**src/rtl/mc_ctrl_fsm.sv**
```systemverilog
// mc_ctrl_fsm: multicycle RV32I control unit with a ready/valid memory port, trap/halt states and a memory-wait watchdog.
// Defining INSTRET_EN builds the retired-instruction counter; otherwise o_instret is tied to 0.
module mc_ctrl_fsm #(
  parameter int ALU_W    = 4,
  parameter int CNT_W    = 32,
  parameter int WAIT_MAX = 15
) (
  input  logic             i_clk,
  input  logic             i_rst,
  input  logic [6:0]       i_opcode,
  input  logic [2:0]       i_funct3,
  input  logic [6:0]       i_funct7,
  input  logic             i_zero,
  input  logic             i_lt,
  input  logic             i_ltu,
  input  logic             i_mem_ready,
  output logic             o_mem_req,
  output logic             o_mem_we,
  output logic             o_adr_src,
  output logic             o_ir_write,
  output logic             o_pc_write,
  output logic             o_reg_write,
  output logic [2:0]       o_imm_src,
  output logic [1:0]       o_alu_src_a,
  output logic [1:0]       o_alu_src_b,
  output logic [1:0]       o_result_src,
  output logic [ALU_W-1:0] o_alu_ctrl,
  output logic             o_halted,
  output logic             o_trap,
  output logic [CNT_W-1:0] o_instret
);

  typedef enum logic [3:0] {
    S_FETCH, S_DECODE, S_EX_R, S_EX_I, S_EX_ADR, S_MEM_RD, S_MEM_WR, S_WB_MEM,
    S_WB_ALU, S_EX_BR, S_EX_JAL, S_EX_JALR, S_JALR_PC, S_EX_LUI, S_HALT, S_TRAP
  } state_t;

  localparam logic [6:0] OP_R    = 7'b0110011;
  localparam logic [6:0] OP_I    = 7'b0010011;
  localparam logic [6:0] OP_LW   = 7'b0000011;
  localparam logic [6:0] OP_SW   = 7'b0100011;
  localparam logic [6:0] OP_BR   = 7'b1100011;
  localparam logic [6:0] OP_JAL  = 7'b1101111;
  localparam logic [6:0] OP_JALR = 7'b1100111;
  localparam logic [6:0] OP_LUI  = 7'b0110111;
  localparam logic [6:0] OP_HALT = 7'b0000000;

  localparam logic [2:0] IMM_I  = 3'd0;
  localparam logic [2:0] IMM_S  = 3'd1;
  localparam logic [2:0] IMM_B  = 3'd2;
  localparam logic [2:0] IMM_U  = 3'd3;
  localparam logic [2:0] IMM_J  = 3'd4;
  localparam logic [2:0] IMM_SH = 3'd5;

  localparam logic [1:0] A_OLDPC = 2'd1;
  localparam logic [1:0] A_RS1   = 2'd2;
  localparam logic [1:0] A_ZERO  = 2'd3;
  localparam logic [1:0] B_RS2   = 2'd0;
  localparam logic [1:0] B_IMM   = 2'd1;
  localparam logic [1:0] B_FOUR  = 2'd2;
  localparam logic [1:0] RES_OUT = 2'd0;
  localparam logic [1:0] RES_MDR = 2'd1;
  localparam logic [1:0] RES_ALU = 2'd2;

  localparam logic [ALU_W-1:0] ALU_ADD  = ALU_W'(0);
  localparam logic [ALU_W-1:0] ALU_SUB  = ALU_W'(1);
  localparam logic [ALU_W-1:0] ALU_AND  = ALU_W'(2);
  localparam logic [ALU_W-1:0] ALU_OR   = ALU_W'(3);
  localparam logic [ALU_W-1:0] ALU_XOR  = ALU_W'(4);
  localparam logic [ALU_W-1:0] ALU_SLT  = ALU_W'(5);
  localparam logic [ALU_W-1:0] ALU_SLTU = ALU_W'(6);
  localparam logic [ALU_W-1:0] ALU_SLL  = ALU_W'(7);
  localparam logic [ALU_W-1:0] ALU_SRL  = ALU_W'(8);
  localparam logic [ALU_W-1:0] ALU_SRA  = ALU_W'(9);

  localparam int WW = (WAIT_MAX < 2) ? 1 : $clog2(WAIT_MAX + 1);
  localparam logic [WW-1:0] WAIT_LAST = (WAIT_MAX > 0) ? WW'(WAIT_MAX - 1) : '0;

  state_t          r_state;
  state_t          w_next;
  logic [WW-1:0]   r_wait_cnt;
  logic            w_wait_hit;
  logic            w_alt;

  function automatic logic [ALU_W-1:0] alu_op(input logic [2:0] f3, input logic alt,
                                               input logic is_r);
    case (f3)
      3'd0:    return (is_r && alt) ? ALU_SUB : ALU_ADD;
      3'd1:    return ALU_SLL;
      3'd2:    return ALU_SLT;
      3'd3:    return ALU_SLTU;
      3'd4:    return ALU_XOR;
      3'd5:    return alt ? ALU_SRA : ALU_SRL;
      3'd6:    return ALU_OR;
      default: return ALU_AND;
    endcase
  endfunction

  function automatic logic br_cond(input logic [2:0] f3, input logic z, input logic lt,
                                   input logic ltu);
    case (f3)
      3'd0:    return z;
      3'd1:    return !z;
      3'd4:    return lt;
      3'd5:    return !lt;
      3'd6:    return ltu;
      3'd7:    return !ltu;
      default: return 1'b0;
    endcase
  endfunction

  assign w_alt      = (i_funct7 == 7'b0100000);
  // The access is abandoned on the cycle that would be the WAIT_MAX-th consecutive wait.
  assign w_wait_hit = (WAIT_MAX > 0) && (r_wait_cnt == WAIT_LAST);

  always_ff @(posedge i_clk or posedge i_rst) begin
    if (i_rst) r_state <= S_FETCH;
    else       r_state <= w_next;
  end

  always_comb begin
    w_next       = r_state;
    o_mem_req    = 1'b0;
    o_mem_we     = 1'b0;
    o_adr_src    = 1'b0;
    o_ir_write   = 1'b0;
    o_pc_write   = 1'b0;
    o_reg_write  = 1'b0;
    o_imm_src    = IMM_I;
    o_alu_src_a  = 2'd0;
    o_alu_src_b  = B_RS2;
    o_result_src = RES_OUT;
    o_alu_ctrl   = ALU_ADD;
    o_halted     = 1'b0;
    o_trap       = 1'b0;
    case (r_state)
      S_FETCH: begin
        o_mem_req    = 1'b1;
        o_alu_src_b  = B_FOUR;
        o_result_src = RES_ALU;
        if (i_mem_ready) begin
          o_ir_write = 1'b1;
          o_pc_write = 1'b1;
          w_next     = S_DECODE;
        end else if (w_wait_hit) begin
          w_next = S_TRAP;
        end
      end
      S_DECODE: begin
        o_alu_src_a = A_OLDPC;
        o_alu_src_b = B_IMM;
        o_imm_src   = (i_opcode == OP_JAL) ? IMM_J : IMM_B;
        case (i_opcode)
          OP_R:    w_next = S_EX_R;
          OP_I:    w_next = S_EX_I;
          OP_LW:   w_next = S_EX_ADR;
          OP_SW:   w_next = S_EX_ADR;
          OP_BR:   w_next = S_EX_BR;
          OP_JAL:  w_next = S_EX_JAL;
          OP_JALR: w_next = S_EX_JALR;
          OP_LUI:  w_next = S_EX_LUI;
          OP_HALT: w_next = S_HALT;
          default: w_next = S_TRAP;
        endcase
      end
      S_EX_R: begin
        o_alu_src_a = A_RS1;
        o_alu_src_b = B_RS2;
        o_alu_ctrl  = alu_op(i_funct3, w_alt, 1'b1);
        w_next      = S_WB_ALU;
      end
      S_EX_I: begin
        o_alu_src_a = A_RS1;
        o_alu_src_b = B_IMM;
        o_imm_src   = (i_funct3 == 3'd1 || i_funct3 == 3'd5) ? IMM_SH : IMM_I;
        o_alu_ctrl  = alu_op(i_funct3, w_alt, 1'b0);
        w_next      = S_WB_ALU;
      end
      S_EX_ADR: begin
        o_alu_src_a = A_RS1;
        o_alu_src_b = B_IMM;
        o_imm_src   = (i_opcode == OP_SW) ? IMM_S : IMM_I;
        w_next      = (i_opcode == OP_SW) ? S_MEM_WR : S_MEM_RD;
      end
      S_MEM_RD: begin
        o_mem_req = 1'b1;
        o_adr_src = 1'b1;
        if (i_mem_ready)     w_next = S_WB_MEM;
        else if (w_wait_hit) w_next = S_TRAP;
      end
      S_MEM_WR: begin
        o_mem_req = 1'b1;
        o_mem_we  = 1'b1;
        o_adr_src = 1'b1;
        if (i_mem_ready)     w_next = S_FETCH;
        else if (w_wait_hit) w_next = S_TRAP;
      end
      S_WB_MEM: begin
        o_result_src = RES_MDR;
        o_reg_write  = 1'b1;
        w_next       = S_FETCH;
      end
      S_WB_ALU: begin
        o_result_src = RES_OUT;
        o_reg_write  = 1'b1;
        w_next       = S_FETCH;
      end
      S_EX_BR: begin
        o_alu_src_a = A_RS1;
        o_alu_src_b = B_RS2;
        o_alu_ctrl  = ALU_SUB;
        if (i_funct3 == 3'd2 || i_funct3 == 3'd3) begin
          w_next = S_TRAP;
        end else begin
          o_pc_write = br_cond(i_funct3, i_zero, i_lt, i_ltu);
          w_next     = S_FETCH;
        end
      end
      S_EX_JAL: begin
        o_alu_src_a = A_OLDPC;
        o_alu_src_b = B_FOUR;
        o_pc_write  = 1'b1;
        w_next      = S_WB_ALU;
      end
      S_EX_JALR: begin
        o_alu_src_a = A_RS1;
        o_alu_src_b = B_IMM;
        w_next      = S_JALR_PC;
      end
      S_JALR_PC: begin
        o_alu_src_a = A_OLDPC;
        o_alu_src_b = B_FOUR;
        o_pc_write  = 1'b1;
        w_next      = S_WB_ALU;
      end
      S_EX_LUI: begin
        o_alu_src_a = A_ZERO;
        o_alu_src_b = B_IMM;
        o_imm_src   = IMM_U;
        w_next      = S_WB_ALU;
      end
      S_HALT:  o_halted = 1'b1;
      S_TRAP:  o_trap   = 1'b1;
      default: w_next   = S_TRAP;
    endcase
    // Reset must kill an in-flight access immediately, not at the next edge.
    if (i_rst) begin
      o_mem_req   = 1'b0;
      o_mem_we    = 1'b0;
      o_ir_write  = 1'b0;
      o_pc_write  = 1'b0;
      o_reg_write = 1'b0;
    end
  end

  always_ff @(posedge i_clk or posedge i_rst) begin
    if (i_rst)
      r_wait_cnt <= '0;
    else if ((WAIT_MAX > 0) && (w_next == r_state) && o_mem_req && !i_mem_ready)
      r_wait_cnt <= r_wait_cnt + 1'b1;
    else
      r_wait_cnt <= '0;
  end

`ifdef INSTRET_EN
  logic             w_retire;
  logic [CNT_W-1:0] r_instret;

  assign w_retire = (r_state != S_FETCH) && (w_next == S_FETCH);

  always_ff @(posedge i_clk or posedge i_rst) begin
    if (i_rst)         r_instret <= '0;
    else if (w_retire) r_instret <= r_instret + 1'b1;
  end

  assign o_instret = r_instret;
`else
  assign o_instret = '0;
`endif

endmodule

```
**config.mk**
```make
export PLATFORM = sky130hd
export DESIGN_NAME = mc_ctrl_fsm
export DESIGN_NICKNAME = d
export VERILOG_FILES = /design/src/rtl/mc_ctrl_fsm.sv
export SDC_FILE = /design/constraint.sdc
export NUM_CORES = 1
export LEC_CHECK = 0
export ABC_AREA = 1
export BUFFER_PORTS_ARGS = -buffer_cell sky130_fd_sc_hd__buf_2
export CORE_MARGIN = 2
export CORE_UTILIZATION = 30
export DETAILED_ROUTE_END_ITERATION = 6
export GPL_TIMING_DRIVEN = 0
export SYNTH_ARGS = -nofsm -noshare
export SYNTH_HDL_FRONTEND = slang
export SYNTH_SLANG_ARGS = --single-unit
```
**constraint.sdc**
```tcl
create_clock -name i_clk -period 1.3 [get_ports i_clk]
set_input_delay 0.26 -clock i_clk [delete_from_list [all_inputs] [get_ports i_clk]]
set_output_delay 0.26 -clock i_clk [all_outputs]
set_load 0.02 [all_outputs]
```
# Word level (Yosys, flattened, before mapping)
# Cells that the tools add are included.
dict set report word_totals {
  reg_bits 8
  input_bits 23
  output_inout_bits 53
  wordCells 94
}
dict set report op_classes {
  n_addsub 1
  reduce_logical 21
  muxes 37
  n_eq_ne 33
}
# cell n
set ops {}
lappend ops {{4-bit case mux with 7 select lines} 2}
lappend ops {{4-bit equality test, second input constant} 9}
lappend ops {{4-bit case mux with 9 select lines} 1}
lappend ops {{4-bit case mux with 8 select lines} 1}
lappend ops {{7-bit by 6-bit equality test with 1-bit output, second input constant} 4}
lappend ops {{4-bit two-way mux} 6}
lappend ops {{7-bit equality test, second input constant} 3}
lappend ops {{1-bit two-way mux} 17}
lappend ops {{4-bit by 3-bit equality test with 1-bit output, second input constant} 4}
lappend ops {{5-bit OR reduction} 3}
lappend ops {{3-bit equality test, second input constant} 4}
lappend ops {{3-bit case mux with 4 select lines} 1}
lappend ops {{4-bit case mux with 3 select lines} 1}
lappend ops {{3-bit OR reduction} 3}
lappend ops {{4-bit by 2-bit equality test with 1-bit output, second input constant} 2}
lappend ops {{2-bit case mux with 2 select lines} 2}
lappend ops {{2-bit OR reduction} 4}
lappend ops {{7-bit by 2-bit equality test with 1-bit output, second input constant} 1}
lappend ops {{7-bit by 5-bit equality test with 1-bit output, second input constant} 1}
lappend ops {{7-bit zero test} 1}
lappend ops {{3-bit by 2-bit equality test with 1-bit output, second input constant} 2}
lappend ops {{3-bit two-way mux} 2}
lappend ops {{1-bit case mux with 6 select lines} 1}
lappend ops {{2-bit case mux with 3 select lines} 1}
lappend ops {{11 further kinds} 16}

# Logic depth before layout (Yosys ltp)
# Gate-level depths: netlist of run 1.
dict set report logic_depth {
  ltp_word 8
  depth_mapped 10
}

# Worst setup path before layout of run 1
# No wires, ideal clock.
dict set report synth_timing {
  path_kind {register to output}
  from {register r_state[0]}
  to {output port o_pc_write}
  path_stages_with_launch 6
  arrival_time_ps 1409
  n_path_buf 0
  path_slack_ps -369
  cell_sequence {dfrtp_1 -> nor2_1 -> nand2_2 -> inv_1 -> a21oi_1 -> a21oi_1}
}
dict set report synth_via {
  elab_chain_len 4
  elab_cells_between_ends 7
}
# item line
set synth_rtl {}
lappend synth_rtl {{start: declaration} 79} ;# state_t r_state;
lappend synth_rtl {{start signal: assignment} 118} ;# else r_state <= w_next;
lappend synth_rtl {{4-bit equality test} 136} ;# case (r_state)
lappend synth_rtl {{2-bit OR reduction (no line)} -}
lappend synth_rtl {{1-bit case mux with 3 select lines *} 136}
lappend synth_rtl {{1-bit two-way mux *} 247} ;# if (i_rst) begin
lappend synth_rtl {{end: declaration} 21} ;# output logic o_pc_write,
# Every way passes the cells marked *; elsewhere a longest branch is shown, timed or not.

# Worst setup path in the final report of run 1
dict set report layout_timing {
  from {register r_state[3]}
  to {output port o_imm_src[1]}
}
dict set report layout_via {
  elab_chain_len 2
  elab_cells_between_ends 5
}
# item line
set layout_rtl {}
lappend layout_rtl {{4-bit equality test, or another cell as far along} 136}
lappend layout_rtl {{3-bit case mux with 4 select lines *} 136}
lappend layout_rtl {{end: declaration} 23} ;# output logic [2:0] o_imm_src,
# Marks and branches as above.

==> results of run 1 <==
[sequential cells by signal, indices dropped and copies added, names as in the netlist]
name	count
r_state	4
r_wait_cnt	4
[worst register-to-register path: stages (launching register included)]
cell                      delay (ns)
sky130_fd_sc_hd__dfrtp_2        0.46
sky130_fd_sc_hd__nor2_4         0.15
sky130_fd_sc_hd__inv_4          0.06
sky130_fd_sc_hd__buf_4          0.15
sky130_fd_sc_hd__nor2_4         0.14
sky130_fd_sc_hd__buf_6          0.13
sky130_fd_sc_hd__nand2_1        0.06
sky130_fd_sc_hd__nand4_2        0.08
sky130_fd_sc_hd__nand2_1        0.07
sky130_fd_sc_hd__nand2_2        0.10
sky130_fd_sc_hd__nor2_1         0.05
[final cells by class]
| cell class | count | area [µm²] | share of cell area, % |
|---|---|---|---|
| inverters | 31 | 124 | 5.82 |
| repair buffers | 53 | 375 | 17.6 |
| plain buffers | 33 | 244 | 11.5 |
| multi-input cells | 187 | 1070 | 50.3 |
| clock buffers | 4 | 45.0 | 2.12 |
| well taps | 52 | 65.1 | 3.06 |
| flip-flops and latches | 8 | 205 | 9.64 |
[cell usage after synthesis]
cell / instances
sky130_fd_sc_hd__conb_1: 1
sky130_fd_sc_hd__o21ai_1: 1
sky130_fd_sc_hd__o221ai_1: 1
sky130_fd_sc_hd__nor2_2: 3
sky130_fd_sc_hd__nand4_1: 5
sky130_fd_sc_hd__o22ai_1: 1
sky130_fd_sc_hd__o211ai_1: 1
sky130_fd_sc_hd__xor2_1: 1
sky130_fd_sc_hd__nand3_4: 1
sky130_fd_sc_hd__nor4_1: 1
sky130_fd_sc_hd__ha_1: 2
sky130_fd_sc_hd__inv_2: 5
sky130_fd_sc_hd__a21oi_1: 9
sky130_fd_sc_hd__inv_1: 26
sky130_fd_sc_hd__o21ai_0: 5
sky130_fd_sc_hd__nand4_2: 1
sky130_fd_sc_hd__a31oi_1: 1
sky130_fd_sc_hd__nand2_1: 52
sky130_fd_sc_hd__nand3_1: 14
sky130_fd_sc_hd__clkbuf_1: 1
sky130_fd_sc_hd__buf_4: 32
sky130_fd_sc_hd__nand2_4: 2
sky130_fd_sc_hd__nor2_4: 1
sky130_fd_sc_hd__nand2_2: 4
sky130_fd_sc_hd__xnor2_1: 1
sky130_fd_sc_hd__nor3b_1: 2
sky130_fd_sc_hd__o31ai_1: 1
sky130_fd_sc_hd__nor3_1: 3
sky130_fd_sc_hd__nor2_1: 42
sky130_fd_sc_hd__dfrtp_1: 8
[layer usage]
layer	vias to the layer above	track usage (%)
met1	680	16.7
met5	-	0
li1	840	-
met4	0	4.27
met3	4	3.03
met2	54	23.6
[power groups by stage]
stage                     logic, mW  registers (mW)  clock network [mW]
final                         0.279           0.250               0.301
after global routing          0.305           0.250               0.334
after CTS                     0.274           0.250               0.311
after detailed placement      0.272           0.254                   0
after global placement        0.271           0.254                   0
after floorplan               0.215           0.254                   0
[worst max-delay path by stage]
| stage | start | to | slack (ns) | cells past startpoint |
|---|---|---|---|---|
| after floorplan | i_funct3[2] | o_pc_write | -0.15 | 8 |
| after global placement | i_funct3[0] | o_pc_write | -0.42 | 9 |
| after detailed placement | i_funct3[0] | o_pc_write | -0.41 | 9 |
| after CTS | r_state[3]$_DFF_PP0_ | o_alu_ctrl[0] | -0.42 | 8 |
| after global routing | r_state[3]$_DFF_PP0_ | o_imm_src[2] | -0.51 | 6 |
| final | r_state[3]$_DFF_PP0_ | o_imm_src[1] | -0.45 | 7 |
[what timing repair did]
item	4_1_cts	5_1_grt
hold buffers	0	0
setup endpoints to repair	28	29
pin swaps	4	13
buffers inserted	6	6
resized for setup	36	35
[cells by family after synthesis]
family,Yosys count,synth area share [%]
xor gates and xnor gates,2,1.33
adders and majority gates,2,1.90
AOI/OAI and AO/OA,20,8.46
and+or+nand+nor,131,45.4
buffers and inverters,64,27.4
DFF,8,15.2
other,1,0.285
==> run summary, run 1 <==
=====================================================================================
Run status                                                               finished, violations left
Violated checks                                                          setup timing
Critical path data arrival time                                               1.49 ns
Critical path capture point type                                         primary output
Number of cells produced by synthesis                                             228
Critical Setup Path Class                                                register to primary output
Average routed wire per standard cell                                         9.79 µm
First drt pass iteration count                                                      4
Fmax                                                                          572 MHz
R2R depth                                                                          10
Global-route wire length before repair                                        5.57 mm
Clock insertion delay at the later pin of the skew report                     0.22 ns
TritonCTS Sinks                                                                     8
Number of buffers and inverters on the critical path                                3
Cell Int Power                                                                 570 µW
Net switching component of the power                                           260 µW
Total Power Consumption                                                        829 µW
Number of failing hold endpoints at the final stage                                 0
Total routing resource utilization after global routing                         13.6%
Antenna diode count                                                                 0
Yosys cell types                                                                   30
Synth-to-Final Area Change                                                      61.7%
Post-Synthesis Cell Area                                                     1320 µm²
Die area                                                                     4930 µm²
Critical path fanouts, max                                                          6
Core Region                                                                  4290 µm²
Hold WC Path Type                                                        input pin to asynchronous set/reset pin
Proportion of total power due to net switching                                  31.3%
Yosys warning total                                                                 0
Proportion of power drawn by the clock network                                  36.2%
Category of the worst setup path launch point                                register
Number of max-slew violations in the final report                                   0
Number of standard-cell rows in the floorplan                                      24
Seq cells post-synth                                                                8
Die extent in y                                                               70.2 µm
Detailed Route WL                                                             3.60 mm
Setup slack at placement                                                    -0.415 ns
WL met1                                                                       1.52 mm
Post-route standard cell area excluding fillers                              2130 µm²
Post-layout nets                                                                  342
Count of routing violations after the opening detailed-route iteration             58
Required time worst endpoint                                                  1.04 ns
Setup ws final                                                              -0.449 ns
Number of cells after detailed placement                                          353
Post-Route Hold Slack                                                       0.0603 ns
Total of max-cap violations                                                         0
Top area cells in the synthesized netlist                                sky130_fd_sc_hd__buf_4 18%, sky130_fd_sc_hd__dfrtp_1 15%, sky130_fd_sc_hd__nand2_1 15%
Synthesized area per cell                                                    5.77 µm²
Buffers on Ports                                                                   42
Post-DP HPWL                                                                  2.80 mm
Critical path's largest stage delay                                           0.46 ns
Total of endpoints with negative setup slack in the final report                   29
Power per Cell Area                                                        390 nW/µm²
Via Count                                                                       1,578
Total CTS buffers                                                                   3
Portion of the post-synthesis area used by sequential elements                  15.2%
Master of the slowest instance on the critical path                      sky130_fd_sc_hd__dfrtp_2
Cell type with the highest aggregate area in the netlist                 sky130_fd_sc_hd__buf_4
Count of fill cells added during filler insertion                                 440
Logic pwr share                                                                 33.6%
Antenna violations before repair                                                    0
R2r setup slk                                                                -0.25 ns
Cell type group with the largest total delay on the critical path          flip-flops
Max Root-Sink Buffers                                                               2
Post-detailed-placement cell area                                            1780 µm²
Share of the clock period used by the worst path                                 135%
Die width                                                                     70.2 µm
Pin count of the biggest net entering global routing                               10
Root cell of the clock tree                                              sky130_fd_sc_hd__clkbuf_8
I/O Pins                                                                           76
Sum of negative setup slack                                                  -7.96 ns
Routability Congestion                                                          0.810
Commonest cells after routing, fill and taps aside                       51 x sky130_fd_sc_hd__buf_4, 44 x sky130_fd_sc_hd__nand2_1, 32 x sky130_fd_sc_hd__conb_1
Utilization after layout                                                        49.6%
Worst reg2reg path startpoint                                            r_state[3]$_DFF_PP0_
Share of Yosys cell area claimed by the top area cell type                      18.3%
Final routed DRC violation total                                                    0
H-tree depth                                                                        1
Average via count per standard cell                                              4.29
Routed Antenna Nets                                                                 0
Initial cell density of the core                                                30.7%
Highest metal layer with signal wires                                            met4
Unrepaired setup endpoints after global routing                                   yes
Number of non-filler instances in the completed layout                            368
Total congestion overflow                                                           0
Vias in the first global route                                                  1,337
Share of final-layout standard cells stronger than drive strength 1             48.7%
R2r endpoint                                                             r_wait_cnt[1]$_DFF_PP0_
Static Leakage                                                                1.15 nW
Clock-pin slew on the worst setup and hold paths                              0.04 ns
Most common library cell in the layout ignoring fill and taps            sky130_fd_sc_hd__buf_4
Time the final worst path needs with I/O delays and setup                     1.75 ns
Met2 layer wire length in the routed design                                   1.82 mm
Part of the power in registers                                                  30.2%
Maximum clock skew at final layout                                         0.00137 ns
CTS tree                                                                         done
Worst vdd rail ir drop                                                       0.346 mV
CP cell instances                                                        nor2_4 -> inv_4 -> buf_4 -> nor2_4 -> nand2_1 -> o21ai_1 -> buf_4
Met3 Routed Length                                                             230 µm
=====================================================================================
Power figures use the tool's default switching activity.
==> inputs of run 2 (changes only) <==
--- a/config.mk
+++ b/config.mk
@@ -5,7 +5,6 @@
 export SDC_FILE = /design/constraint.sdc
 export NUM_CORES = 1
 export LEC_CHECK = 0
-export ABC_AREA = 1
 export BUFFER_PORTS_ARGS = -buffer_cell sky130_fd_sc_hd__buf_2
 export CORE_MARGIN = 2
 export CORE_UTILIZATION = 30
==> run 2 against run 1 <==
The run still ends with setup timing left. Critical endpoint is now o_pc_write. Clock skew rose by 0.0074 ns. Non-clock buffer count rose by 48. Core utilization rose by 17 points. Setup slack got worse by 0.16 ns. Sequential cell count did not move. Area after synthesis rose by 7.7%. Via count rose by 20%. Synthesized cell count fell by 14%. Critical path depth fell by 2. Global-route usage rose by 6.1 points. Clock power rose by 7.0%. Cell count rose by 2.4%.
==> run summary, run 2 <==
=====================================================================================
Clock insertion delay at the later pin of the skew report                     0.24 ns   +0.02 ns
CTS tree                                                                         done
Final routed DRC violation total                                                    0   unchanged
Commonest cells after routing, fill and taps aside                       57 x sky130_fd_sc_hd__buf_4, 40 x sky130_fd_sc_hd__buf_6, 32 x sky130_fd_sc_hd__conb_1
Share of final-layout standard cells stronger than drive strength 1             64.7%   +16 points
Sum of negative setup slack                                                 -13.31 ns   -5.35 ns
Root cell of the clock tree                                              sky130_fd_sc_hd__clkbuf_8
Prevailing post-synth register cell                                      sky130_fd_sc_hd__dfrtp_1
Registers with the most flip-flops                                       r_state: 4 flops, r_wait_cnt: 4 flops
Cell type with the highest aggregate area in the netlist                 sky130_fd_sc_hd__buf_4
Total routing resource utilization after global routing                         19.7%   +6.1 points
Cell Int Power                                                                 626 µW   +9.9%
Total of max-cap violations                                                         0   unchanged
Hold WC Path Type                                                        input pin to asynchronous set/reset pin
Logic pwr share                                                                 39.2%   +5.6 points
Initial cell density of the core                                                30.6%   -0.031 points
Net switching component of the power                                           318 µW   +22%
Number of max-slew violations in the final report                                   0   unchanged
Post-layout nets                                                                  349   +2.0%
Routability Congestion                                                          0.814   +0.41%
First drt pass iteration count                                                      4   unchanged
Count of routing violations after the opening detailed-route iteration            101   +74%
Total Power Consumption                                                        944 µW   +14%
Required time worst endpoint                                                  1.04 ns   about the same
Die area                                                                     5290 µm²   +7.2%
Buffers on Ports                                                                   42   unchanged
Vias in the first global route                                                  1,747   +31%
Via Count                                                                       1,894   +20%
Portion of the post-synthesis area used by sequential elements                  14.1%   -1.1 points
R2r setup slk                                                                -0.56 ns   -0.31 ns
Share of the clock period used by the worst path                                 147%   +12 points
Detailed Route WL                                                             5.75 mm   +59%
Power per Cell Area                                                        306 nW/µm²   -22%
Proportion of total power due to net switching                                  33.7%   +2.4 points
Critical Setup Path Class                                                register to primary output
Fmax                                                                          523 MHz   -8.5%
Violated checks                                                          setup timing
Yosys warning total                                                                 0   unchanged
Most instantiated library cell after synthesis                           sky130_fd_sc_hd__buf_4
Clock-pin slew on the worst setup and hold paths                              0.05 ns   about the same
Die width                                                                     72.7 µm   +3.6%
Post-DP HPWL                                                                  3.16 mm   +13%
Most common library cell in the layout ignoring fill and taps            sky130_fd_sc_hd__buf_4
Proportion of power drawn by the clock network                                  34.1%   -2.1 points
Total CTS buffers                                                                   3   unchanged
Count of flip-flops with a built-in enable after synthesis                          0   unchanged
Unrepaired setup endpoints after global routing                                   yes
Number of cells produced by synthesis                                             196   -14%
Post-Synthesis Cell Area                                                     1420 µm²   +7.7%
R2r endpoint                                                             r_wait_cnt[3]$_DFF_PP0_
Post-cts hold buffer count                                                          0   unchanged
Critical path fanouts, max                                                          5   -1
Max Root-Sink Buffers                                                               2   unchanged
Part of the power in registers                                                  26.7%   -3.5 points
Worst reg2reg path startpoint                                            r_state[1]$_DFF_PP0_
Average via count per standard cell                                              5.02   +17%
Critical path data arrival time                                               1.65 ns   +0.16 ns
Setup ws final                                                              -0.611 ns   -0.162 ns
R2R depth                                                                           6   -4
I/O Pins                                                                           76   unchanged
CP cell instances                                                        and2_1 -> a211oi_4 -> a2111oi_4 -> a31o_1 -> buf_6
Routed Antenna Nets                                                                 0   unchanged
Master of the slowest instance on the critical path                      sky130_fd_sc_hd__dfrtp_2
Maximum clock skew at final layout                                         0.00877 ns   +0.00740 ns
Critical path's largest stage delay                                           0.47 ns   about the same
Synthesized area per cell                                                    7.23 µm²   +25%
Share of Yosys cell area claimed by the top area cell type                      16.9%   -1.3 points
Seq cells post-synth                                                                8   unchanged
Category of the worst setup path launch point                                register
Worst vdd rail ir drop                                                       0.278 mV   -19%
Total of endpoints with negative setup slack in the final report                   29   unchanged
Static Leakage                                                                1.55 nW   +35%
Number of failing hold endpoints at the final stage                                 0   unchanged
Synth-to-Final Area Change                                                       118%
Top area cells in the synthesized netlist                                sky130_fd_sc_hd__buf_4 17%, sky130_fd_sc_hd__dfrtp_1 14%, sky130_fd_sc_hd__nor2_1 4.0%
Yosys cell types                                                                   57   +90%
Pin count of the biggest net entering global routing                               12   +2
Total congestion overflow                                                           0   unchanged
Share of flip-flops with an asynchronous set or reset after synthesis            100%   unchanged
Time the final worst path needs with I/O delays and setup                     1.91 ns   +0.162 ns
Core Region                                                                  4630 µm²   +7.8%
TritonCTS Sinks                                                                     8   unchanged
Count of fill cells added during filler insertion                                 339   -23%
Antenna violations before repair                                                    0   unchanged
Critical path capture point type                                         primary output
Number of standard-cell rows in the floorplan                                      25   +4.2%
Die extent in y                                                               72.7 µm   +3.6%
Antenna diode count                                                                 0   unchanged
Run status                                                               finished, violations left
Top cells by instance count after synthesis                              32 x sky130_fd_sc_hd__buf_4, 15 x sky130_fd_sc_hd__nor2_1, 12 x sky130_fd_sc_hd__nand2_1
H-tree depth                                                                        1   unchanged
Average routed wire per standard cell                                         15.2 µm   +56%
Global-route wire length before repair                                        8.16 mm   +46%
=====================================================================================
run 2: how the worst max path moves through the flow:
| stage | from | end | slack (ns) | cells after the start |
|---|---|---|---|---|
| floorplan | i_opcode[5] | r_state[2]$_DFF_PP0_ | -0.28 | 4 |
| global placement | r_state[2]$_DFF_PP0_ | o_imm_src[0] | -0.51 | 6 |
| detailed placement | r_state[2]$_DFF_PP0_ | o_imm_src[0] | -0.49 | 6 |
| CTS | r_state[2]$_DFF_PP0_ | o_pc_write | -0.53 | 6 |
| global route | r_state[1]$_DFF_PP0_ | r_wait_cnt[3]$_DFF_PP0_ | -0.63 | 6 |
| finish | r_state[3]$_DFF_PP0_ | o_pc_write | -0.61 | 5 |
run 2: what timing repair did:
action | 4_1_cts | 5_1_grt
setup buffers | 37 | 14
gates resized for setup | 100 | 29
pin swaps | 28 | 17
endpoints found under the setup margin | 29 | 29
endpoints found under the hold margin | 0 | 0
run 2: through the flow:
step	utilization [%]	cells	worst slack, ns	area (µm²)	hold WS (ns)
after floorplan	-	227	-0.280	1840	0.108
after global placement	45.7	323	-0.508	2120	0.376
after detailed placement	45.7	323	-0.489	2120	0.381
after CTS	62.1	364	-0.535	2880	0.131
after global routing	66.7	377	-0.629	3090	0.154
final	66.7	377	-0.611	3090	0.117
run 2: final cells by class:
class                      instances  area [µm²]  share of cell area, %
buffer                            42         450                   14.6
clock buffer                       4        45.0                   1.46
inverter                           7        28.8                  0.932
multi-input combinational        170        1450                   46.8
sequential                         8         204                   6.60
tap                               54        67.6                   2.19
timing repair buffer              92         848                   27.5
run 2: logic make-up after synthesis:
| logic type | after synthesis | share of synthesized area (%) |
|---|---|---|
| XOR/XNOR | 7 | 4.32 |
| adder cells (fa/ha/maj) | 2 | 1.76 |
| AO/OA/AOI/OAI | 53 | 25.9 |
| AND/OR/NAND/NOR | 75 | 29.6 |
| other | 1 | 0.265 |
| multiplexers | 1 | 0.706 |
| flip-flops | 8 | 14.1 |
| buffers and inverters | 49 | 23.4 |
run 2: power groups by stage:
stage,combinational [mW],sequential [mW],clock [mW]
3_5_place_dp,0.320,0.256,0
2_1_floorplan,0.246,0.255,0
5_1_grt,0.401,0.252,0.343
4_1_cts,0.357,0.252,0.332
6_report,0.370,0.252,0.322
3_3_place_gp,0.318,0.256,0
run 2: metal layers:
layer / global-route usage, % / wire length (µm)
met5: 0 / 0
met4: 11.1 / 301
met2: 34.3 / 2910
met1: 22.9 / 2170
met3: 2.90 / 363
run 2: worst max-delay path: cells and delay by family (launching register included):
kind / cells / cell delay (ns)
AO/OA/AOI/OAI: 3 / 0.54
flip-flops: 1 / 0.47
AND/OR/NAND/NOR: 1 / 0.28
buffers and inverters: 1 / 0.13
==> inputs of run 3 (changes only) <==
--- a/config.mk
+++ b/config.mk
@@ -10,6 +10,7 @@
 export CORE_UTILIZATION = 30
 export DETAILED_ROUTE_END_ITERATION = 6
 export GPL_TIMING_DRIVEN = 0
+export SETUP_SLACK_MARGIN = 0.3
 export SYNTH_ARGS = -nofsm -noshare
 export SYNTH_HDL_FRONTEND = slang
 export SYNTH_SLANG_ARGS = --single-unit
==> run 3 against run 2 <==
The flow still finishes with violations (setup timing). First-iteration DRC count is 14% higher. Register-to-register slack better by 0.06 ns. Count of clock-buffer cells in the layout stayed put. Sequential power hardly changed. Cell count is 1.9% lower. Sequential share of layout area is 0.30 points higher. Non-clock buffer count is 7 lower. Final area is 4.4% lower. Critical endpoint unchanged.
==> run summary, run 3 (synthesized netlist as in run 2, its figures left out) <==
=====================================================================================
Run status                                                               finished, violations left
Violated checks                                                          setup timing
Number of max-slew violations in the final report                                   0   unchanged
Commonest cells after routing, fill and taps aside                       61 x sky130_fd_sc_hd__buf_4, 33 x sky130_fd_sc_hd__buf_6, 32 x sky130_fd_sc_hd__conb_1
Static Leakage                                                                1.47 nW   -5.4%
Die area                                                                     5290 µm²   unchanged
Initial cell density of the core                                                30.6%   unchanged
Max Root-Sink Buffers                                                               2   unchanged
Category of the worst setup path launch point                                register
Final routed DRC violation total                                                    0   unchanged
Clock-pin slew on the worst setup and hold paths                              0.04 ns   about the same
Vias in the first global route                                                  1,647   -5.7%
Die extent in y                                                               72.7 µm   unchanged
H-tree depth                                                                        1   unchanged
Average via count per standard cell                                              4.96   -1.3%
Most common library cell in the layout ignoring fill and taps            sky130_fd_sc_hd__buf_4
Critical path's largest stage delay                                           0.46 ns   about the same
Root cell of the clock tree                                              sky130_fd_sc_hd__clkbuf_8
Post-layout nets                                                                  342   -2.0%
Die width                                                                     72.7 µm   unchanged
Power per Cell Area                                                        314 nW/µm²   +2.8%
Setup slack at placement                                                    -0.495 ns   -0.00600 ns
Worst vdd rail ir drop                                                       0.373 mV   +34%
Source of the critical timing path                                       r_state[2]$_DFF_PP0_
Routed Antenna Nets                                                                 0   unchanged
Critical path data arrival time                                               1.60 ns   -0.05 ns
Antenna violations before repair                                                    0   unchanged
Number of buffers and inverters on the critical path                                3   +2
Registers with the most flip-flops                                       r_state: 4 flops, r_wait_cnt: 4 flops
First drt pass iteration count                                                      4   unchanged
Via Count                                                                       1,834   -3.2%
Master of the slowest instance on the critical path                      sky130_fd_sc_hd__dfrtp_2
CP cell instances                                                        clkbuf_16 -> clkinv_8 -> nand2_8 -> a2111oi_4 -> a31o_1 -> buf_6
I/O Pins                                                                           76   unchanged
Average routed wire per standard cell                                         14.4 µm   -5.4%
Routability Congestion                                                          0.869   +6.8%
Share of the clock period used by the worst path                                 143%   -3.8 points
Setup ws final                                                              -0.561 ns   +0.0498 ns
Part of the power in registers                                                  27.1%   +0.4 points
Unrepaired setup endpoints after global routing                                   yes
Total of endpoints with negative setup slack in the final report                   29   unchanged
Total congestion overflow                                                           0   unchanged
Cell Int Power                                                                 616 µW   -1.6%
Post-detailed-placement cell area                                            2160 µm²   +2.2%
Critical path fanouts, max                                                          6   +1
Hold WC Path Type                                                        input pin to asynchronous set/reset pin
Critical Setup Path Class                                                register to primary output
Proportion of power drawn by the clock network                                  34.2%   about the same
Net switching component of the power                                           312 µW   -1.9%
Count of routing violations after the opening detailed-route iteration            115   +14%
Total routing resource utilization after global routing                         18.5%   -1.2 points
Pin count of the biggest net entering global routing                               12   unchanged
Synth-to-Final Area Change                                                       108%
Post-DP HPWL                                                                  3.20 mm   +1.3%
Core Region                                                                  4630 µm²   unchanged
CTS tree                                                                         done
Number of standard-cell rows in the floorplan                                      25   unchanged
Sum of negative setup slack                                                 -12.71 ns   +0.606 ns
Buffers on Ports                                                                   42   unchanged
Antenna diode count                                                                 0   unchanged
Number of failing hold endpoints at the final stage                                 0   unchanged
Time the final worst path needs with I/O delays and setup                     1.86 ns   -0.0498 ns
Post-Route Hold Slack                                                        0.144 ns   +0.0275 ns
Clock insertion delay at the later pin of the skew report                     0.23 ns   about the same
Cell type group with the largest total delay on the critical path        compound AO/OA/AOI/OAI gates
Share of final-layout standard cells stronger than drive strength 1             60.4%   -4.3 points
Proportion of total power due to net switching                                  33.6%   -0.068 points
Logic pwr share                                                                 38.6%   -0.6 points
Total of max-cap violations                                                         0   unchanged
Required time worst endpoint                                                  1.04 ns   about the same
Worst reg2reg path startpoint                                            r_state[2]$_DFF_PP0_
Maximum clock skew at final layout                                         0.00393 ns   -0.00484 ns
TritonCTS Sinks                                                                     8   unchanged
Post-route standard cell area excluding fillers                              2950 µm²   -4.4%
Global-route wire length before repair                                        7.73 mm   -5.2%
Post-cts hold buffer count                                                          0   unchanged
Total CTS buffers                                                                   3   unchanged
Detailed Route WL                                                             5.33 mm   -7.2%
Fmax                                                                          537 MHz   +2.7%
Critical path capture point type                                         primary output
=====================================================================================
-- run 3: cell types whose count changed in the layout (fill, tap and decap cells not counted), moves of 3 or more --
cell,previous run,this run
sky130_fd_sc_hd__buf_6,40,33
sky130_fd_sc_hd__nor2_2,6,1
sky130_fd_sc_hd__buf_4,57,61
sky130_fd_sc_hd__nor2_1,5,9
sky130_fd_sc_hd__nand2_1,6,9
-- run 3: per-stage QoR --
step,power (mW),util (%),cells
3_3_place_gp,0.577,46.8,323
5_1_grt,0.975,63.8,370
3_5_place_dp,0.579,46.8,323
2_1_floorplan,0.504,-,227
6_report,0.928,63.8,370
4_1_cts,0.928,60.0,360
-- run 3: final cells by class --
type	count	area, µm²
Inverter	7	38.8
Fill cell	361	1680
Tap cell	54	67.6
Clock buffer	4	45.0
Buffer	42	440
Timing Repair Buffer	85	728
Sequential cell	8	204
Multi-Input combinational cell	170	1430
-- run 3: metal layers --
metal / track usage (%) / wire length (µm)
met3: 1.66 / 269
met5: 0 / 0
met1: 23.4 / 2160
met4: 6.79 / 110
met2: 32.6 / 2790
-- run 3: worst paths after layout --
check | end | slack, ns | cells past startpoint
worst max-delay path | o_pc_write | -0.56 | 6
worst min-delay path | r_state[1]$_DFF_PP0_ | 0.14 | 2
worst min register to register | r_wait_cnt[0]$_DFF_PP0_ | 0.48 | 1
min in group i_clk | r_wait_cnt[0]$_DFF_PP0_ | 0.48 | 1
worst max register to register | r_wait_cnt[2]$_DFF_PP0_ | -0.50 | 5
max in group asynchronous | r_state[2]$_DFF_PP0_ | 0.80 | 2
-- run 3: repair_timing --
| action | in CTS | in global routing |
|---|---|---|
| gates cloned | 1 | 0 |
| gates resized for setup | 74 | 27 |
| setup buffers | 32 | 10 |
| setup endpoints to repair | 29 | 29 |
| hold endpoints to repair | 0 | 0 |
| pin swaps | 16 | 16 |
-- run 3: power by group through the flow --
stage	clock network, mW	logic [mW]	registers (mW)
after detailed placement	0	0.324	0.256
after global placement	0	0.321	0.256
after CTS	0.329	0.347	0.252
final	0.318	0.358	0.252
after global routing	0.338	0.386	0.252
after floorplan	0	0.248	0.255
